===== src/rtl/tea_pkg.sv =====
// tea_pkg: shared types, constants and the TEA mixing function for the
// tea_cipher core and its round sub-module.
//   DELTA_DEFAULT : standard TEA key-schedule constant
//   tea_state_e   : controller states (IDLE, RUN, DONE)
//   tea_key_t     : 128-bit key, k0 in the most significant word
//   tea_block_t   : 64-bit block, v0 in the most significant word
//   tea_f()       : ((v<<4)+ka) ^ (v+sum) ^ ((v>>5)+kb), logical shifts
//   tea_dec_sum() : DELTA*ROUNDS mod 2^32, the starting sum for decryption
package tea_pkg;

  localparam logic [31:0] DELTA_DEFAULT = 32'h9E3779B9;

  typedef enum logic [1:0] {
    ST_IDLE = 2'd0,
    ST_RUN  = 2'd1,
    ST_DONE = 2'd2
  } tea_state_e;

  typedef struct packed {
    logic [31:0] k0;
    logic [31:0] k1;
    logic [31:0] k2;
    logic [31:0] k3;
  } tea_key_t;

  typedef struct packed {
    logic [31:0] v0;
    logic [31:0] v1;
  } tea_block_t;

  function automatic logic [31:0] tea_f(input logic [31:0] v,
                                        input logic [31:0] sum,
                                        input logic [31:0] ka,
                                        input logic [31:0] kb);
    return ((v << 4) + ka) ^ (v + sum) ^ ((v >> 5) + kb);
  endfunction

  // Repeated addition keeps the product mod 2^32 without wide intermediates.
  function automatic logic [31:0] tea_dec_sum(input logic [31:0] delta,
                                              input int          rounds);
    logic [31:0] s;
    s = '0;
    for (int i = 0; i < rounds; i++) begin
      s = s + delta;
    end
    return s;
  endfunction

endpackage


===== src/rtl/tea_round.sv =====
// tea_round: one full TEA Feistel cycle, purely combinational.
// Ports:
//   mode     in  : 0 = encrypt, 1 = decrypt
//   v0, v1   in  : current block halves
//   sum      in  : current schedule sum
//   key      in  : 128-bit key (k0..k3)
//   v0_next  out : block half v0 after this cycle
//   v1_next  out : block half v1 after this cycle
//   sum_next out : schedule sum after this cycle
module tea_round
  import tea_pkg::*;
#(
  parameter logic [31:0] DELTA = DELTA_DEFAULT
) (
  input  logic        mode,
  input  logic [31:0] v0,
  input  logic [31:0] v1,
  input  logic [31:0] sum,
  input  tea_key_t    key,
  output logic [31:0] v0_next,
  output logic [31:0] v1_next,
  output logic [31:0] sum_next
);

  logic [31:0] sum_enc;
  logic [31:0] v0_enc;
  logic [31:0] v1_enc;
  logic [31:0] sum_dec;
  logic [31:0] v0_dec;
  logic [31:0] v1_dec;

  // Encrypt: the sum advances first, and the v1 half-round uses the
  // freshly updated v0 from the same cycle.
  assign sum_enc = sum + DELTA;
  assign v0_enc  = v0 + tea_f(v1, sum_enc, key.k0, key.k1);
  assign v1_enc  = v1 + tea_f(v0_enc, sum_enc, key.k2, key.k3);

  // Decrypt undoes the halves in reverse order with the pre-decrement sum,
  // then steps the sum back.
  assign v1_dec  = v1 - tea_f(v0, sum, key.k2, key.k3);
  assign v0_dec  = v0 - tea_f(v1_dec, sum, key.k0, key.k1);
  assign sum_dec = sum - DELTA;

  assign v0_next  = mode ? v0_dec  : v0_enc;
  assign v1_next  = mode ? v1_dec  : v1_enc;
  assign sum_next = mode ? sum_dec : sum_enc;

endmodule


===== src/rtl/tea_cipher.sv =====
// tea_cipher: iterative TEA encrypt/decrypt core, one Feistel cycle per clock.
// Ports:
//   clk       in  : clock, rising edge
//   reset_n   in  : asynchronous active-low reset
//   in_valid  in  : block, key and mode presented
//   in_ready  out : core idle and able to accept a block
//   mode      in  : 0 = encrypt, 1 = decrypt (sampled on accept)
//   key       in  : 128-bit key, k0 = [127:96] .. k3 = [31:0] (sampled on accept)
//   din       in  : 64-bit block, v0 = [63:32], v1 = [31:0] (sampled on accept)
//   out_valid out : dout holds a finished block
//   out_ready in  : downstream takes dout
//   dout      out : registered result, same word order as din
//   busy      out : high while running or holding a result
module tea_cipher
  import tea_pkg::*;
#(
  parameter int          ROUNDS = 32,
  parameter logic [31:0] DELTA  = DELTA_DEFAULT
) (
  input  logic          clk,
  input  logic          reset_n,
  input  logic          in_valid,
  output logic          in_ready,
  input  logic          mode,
  input  logic [127:0]  key,
  input  logic [63:0]   din,
  output logic          out_valid,
  input  logic          out_ready,
  output logic [63:0]   dout,
  output logic          busy
);

  localparam logic [5:0]  LAST_RND = 6'(ROUNDS - 1);
  localparam logic [31:0] SUM_DEC  = tea_dec_sum(DELTA, ROUNDS);

  tea_state_e  state_q, state_d;
  logic [5:0]  rnd_q, rnd_d;
  tea_block_t  blk_q, blk_d;
  logic [31:0] sum_q, sum_d;
  tea_key_t    key_q, key_d;
  logic        mode_q, mode_d;

  logic [31:0] v0_nx;
  logic [31:0] v1_nx;
  logic [31:0] sum_nx;

  tea_round #(
    .DELTA (DELTA)
  ) u_round (
    .mode     (mode_q),
    .v0       (blk_q.v0),
    .v1       (blk_q.v1),
    .sum      (sum_q),
    .key      (key_q),
    .v0_next  (v0_nx),
    .v1_next  (v1_nx),
    .sum_next (sum_nx)
  );

  // Reset clears the latched block and key as well as control, so an
  // aborted transaction leaves nothing behind on dout.
  always_ff @(posedge clk or negedge reset_n) begin
    if (!reset_n) begin
      state_q <= ST_IDLE;
      rnd_q   <= '0;
      blk_q   <= '0;
      sum_q   <= '0;
      key_q   <= '0;
      mode_q  <= 1'b0;
    end else begin
      state_q <= state_d;
      rnd_q   <= rnd_d;
      blk_q   <= blk_d;
      sum_q   <= sum_d;
      key_q   <= key_d;
      mode_q  <= mode_d;
    end
  end

  always_comb begin
    state_d = state_q;
    rnd_d   = rnd_q;
    blk_d   = blk_q;
    sum_d   = sum_q;
    key_d   = key_q;
    mode_d  = mode_q;
    unique case (state_q)
      ST_IDLE: begin
        if (in_valid) begin
          blk_d   = din;
          key_d   = key;
          mode_d  = mode;
          rnd_d   = '0;
          sum_d   = mode ? SUM_DEC : 32'd0;
          state_d = ST_RUN;
        end
      end
      ST_RUN: begin
        blk_d.v0 = v0_nx;
        blk_d.v1 = v1_nx;
        sum_d    = sum_nx;
        rnd_d    = rnd_q + 6'd1;
        if (rnd_q == LAST_RND) begin
          state_d = ST_DONE;
        end
      end
      ST_DONE: begin
        if (out_ready) begin
          state_d = ST_IDLE;
        end
      end
      default: begin
        state_d = ST_IDLE;
      end
    endcase
  end

  // Outputs decode registered state only; nothing reaches them from inputs.
  assign in_ready  = (state_q == ST_IDLE);
  assign out_valid = (state_q == ST_DONE);
  assign busy      = (state_q != ST_IDLE);
  assign dout      = blk_q;

endmodule


===== config.mk =====
export PLATFORM = sky130hd
export DESIGN_NAME = tea_cipher
export DESIGN_NICKNAME = d
export VERILOG_FILES = /design/src/rtl/tea_pkg.sv /design/src/rtl/tea_round.sv /design/src/rtl/tea_cipher.sv
export SDC_FILE = /design/constraint.sdc
export NUM_CORES = 2
export LEC_CHECK = 0
export ABC_CLOCK_PERIOD_IN_PS = 11100
export BUFFER_PORTS_ARGS = -buffer_cell sky130_fd_sc_hd__buf_2
export CAP_MARGIN = 20
export CORE_ASPECT_RATIO = 1.75
export CORE_MARGIN = 2
export CORE_UTILIZATION = 50
export CTS_BUF_LIST = sky130_fd_sc_hd__clkbuf_4
export DETAILED_ROUTE_END_ITERATION = 12
export HOLD_SLACK_MARGIN = 0.03
export PLACE_DENSITY_LB_ADDON = 0.2
export SYNTH_ARGS = -nofsm -noshare
export SYNTH_HDL_FRONTEND = slang
export SYNTH_SLANG_ARGS = --single-unit

===== constraint.sdc =====
create_clock -name clk -period 11.1 [get_ports clk]
set_input_delay 0.555 -clock clk [delete_from_list [all_inputs] [get_ports clk]]
set_output_delay 0.555 -clock clk [all_outputs]
set_load 0.005 [all_outputs]

==> flow_summary.json <==
{
  "outcome": "finished clean",
  "hold_violations": 0,
  "worst_pin_slew_ns": 1.12,
  "cp-start-kind": "register",
  "r2r_slack_ns": 0.39,
  "areaGrowthSynthToFinish_pct": 15.9,
  "dpl_cell_area_um2": 37600,
  "fin_util_pct": 58.4,
  "fp.dieArea_um2": 72100,
  "clkLatencyLatePin_ns": 1.00,
  "ys_warn_count": 0,
  "antenna_found_initial": 5,
  "finalSetupViolCount": 0,
  "min_period_over_period_pct": 96.5,
  "fmax_ghz": 0.0934,
  "yosysSeqAreaShare_pct": 16.7,
  "cp_slowest_stage_delay_ns": 0.61,
  "syn_area_per_cell_um2": 7.76,
  "netlist_area_um2": 35000,
  "grt-ovfl-total": 0,
  "first_global_vias": 35400,
  "synthDistinctLibCells": 87,
  "cts_buffers": 66,
  "die_y_um": 354,
  "vias_per_cell": 6.13,
  "drc": 0,
  "drtIter0Drc": 2880,
  "synth_ff_type": "dfrtp_1",
  "min_period_ns": 10.71,
  "nNetsFinal": 5702,
  "cts_tree": "done",
  "clk_pin_slew_ns": 0.08,
  "busiest_layer": "met2",
  "dieWidth_um": 204,
  "syn-num-nets": 5203,
  "grtUsageTotal_pct": 42.1,
  "dpl_worst_slack_ns": 0.177,
  "fin_area_um2": 40500,
  "grt_max_degree": 95,
  "grt_pass1_wl_mm": 223,
  "routedWlPerCell_um": 25.8,
  "critical_path_class": "register to register",
  "skew_ns": 0.107,
  "start_util_pct": 50.4,
  "gr-usage-met1_pct": 40.5,
  "synth_edf_count": 0,
  "final-max-slew-violation-count": 0,
  "place_hpwl_mm": 122,
  "max_cap_viol_count": 0,
  "cts_buffer_depth": 3,
  "place_congestion": 1.06,
  "rr_worst_depth": 42,
  "wirelength_mm": 154,
  "cts.sinks": 233,
  "synth_cells": 4505,
  "setup_ws_ns": 0.390,
  "timing.rr.start": "dout[33]",
  "crit_path_end_kind": "register",
  "row_count": 128,
  "core-area_um2": 69300,
  "ant_nets": 0,
  "ys_ff_latch": 233,
  "yosys.area.top_type_share_pct": 17.4,
  "slowest_stage": "dfrtp_1",
  "htreeDepth": 3,
  "drive_above_1_share_pct": 10.3,
  "worstPathRequired_ns": 11.92,
  "cts_root_buf": "clkbuf_4",
  "async_reset_ff_share_pct": 100,
  "slew_headroom_pct": 25.2,
  "met3_usage_pct": 7.79,
  "synth.largest_area_cell": "ha_1",
  "reg2reg_to": "dout[63]",
  "first_pass_iters": 6,
  "cp_max_fo": 7,
  "vias": 36500,
  "num_io_pins": 264,
  "port_buffers": 263,
  "synth_area_leaders": "ha_1 17%, dfrtp_1 17%, xnor2_1 15%",
  "cp.arrival_ns": 11.53,
  "use_met2_pct": 69.8,
  "hp-class": "primary input to async pin"
}
worst max-delay path by stage:
stage               endpoint  cells past startpoint  slack [ns]     start
floorplan           dout[31]                     42        2.09  sum_q[1]
global placement    dout[63]                     45        0.25  dout[32]
global route        dout[63]                     45       -0.03  sum_q[0]
detailed placement  dout[63]                     46        0.18  dout[32]
finish              dout[63]                     42        0.39  dout[33]
CTS                 dout[63]                     46        0.12  dout[32]
Yosys cell counts, types with 9 or more instances:
master / n
a2111oi_0: 17
a211o_1: 9
a211oi_1: 56
a21boi_0: 10
a21boi_1: 9
a21o_1: 219
a21oi_1: 401
a221o_1: 17
a221oi_1: 9
a22o_1: 12
a31o_2: 9
a31oi_1: 86
and2_1: 21
and3_1: 44
and4_1: 10
buf_1: 19
clkbuf_1: 94
dfrtp_1: 233
fa_1: 16
ha_1: 485
inv_1: 128
mux2i_1: 13
nand2_1: 714
nand2b_1: 55
nand3_1: 89
nand4_1: 23
nor2_1: 266
nor2b_1: 42
nor3_1: 45
o211ai_1: 32
o21a_1: 66
o21ai_0: 220
o21ai_1: 44
o21bai_1: 60
o22ai_1: 13
o31ai_1: 22
or2_2: 18
or3_1: 22
xnor2_1: 591
xor2_1: 132
flip-flops by register name, indices dropped and copies added (netlist names):
register	flops
rnd_q	6
sum_q	32
dout	64
state_q	2
mode_q	1
key_q	128
routing by layer:
layer / part of all wire [%] / up-vias
met5: 0 / -
li1: - / 17200
met2: 47 / 1753
met1: 33 / 16900
met3: 6.2 / 719
met4: 14 / 0
logic make-up after synthesis:
group	share of synthesized area, %
mux	0.469
xor+xnor	18.6
fa+ha+maj	18.3
flops	16.7
buf+inv	2.74
compound gates	25.7
simple gates	17.5
layout by cell type (no fill, tap or decap), drive strengths merged, types with 195 or more instances in the layout:
cell	netlist	final
o21ai	264	264
a21o	219	219
nor2	267	267
a21oi	401	401
nand2	715	715
buf	26	356
dfrtp	233	233
dlygate4sd3	0	195
xnor2	592	592
ha	485	485
through the flow:
stage | TNS (ns) | cells | hold slack, ns
2_1_floorplan | 0 | 4505 | 0.259
3_3_place_gp | 0 | 5647 | 0.471
3_5_place_dp | 0 | 5647 | 0.483
4_1_cts | 0 | 5950 | 0.101
5_1_grt | -0.0516 | 5958 | 0.162
6_report | 0 | 5959 | 0.109
worst max-delay path: cells and delay by family (launching register included):
family / cells / cell delay, ns
adders and majority gates: 4 / 1.67
DFF: 1 / 0.61
AOI/OAI and AO/OA: 22 / 4.13
xor gates and xnor gates: 6 / 1.88
and+or+nand+nor: 10 / 2.20
final cells by class:
type,instances,area [um2]
Fill cell,6633,28800
Clock inverter,20,80.1
Multi-Input combinational cell,4024,28300
Antenna cell,5,12.5
Tap cell,910,1140
Timing Repair Buffer,551,4000
Clock buffer,88,661
Inverter,128,480
Sequential cell,233,5830
timing repair:
item                                    in CTS  in global routing
endpoints found under the setup margin       0                 13
hold buffers                               195                  0
gates resized for setup                      0                 20
setup buffers                                0                  1
hold endpoints to repair                   251                  0
Power is left out: the tool's default activity adds up to more than one toggle a clock period on the data nets, which glitch-free logic cannot reach.
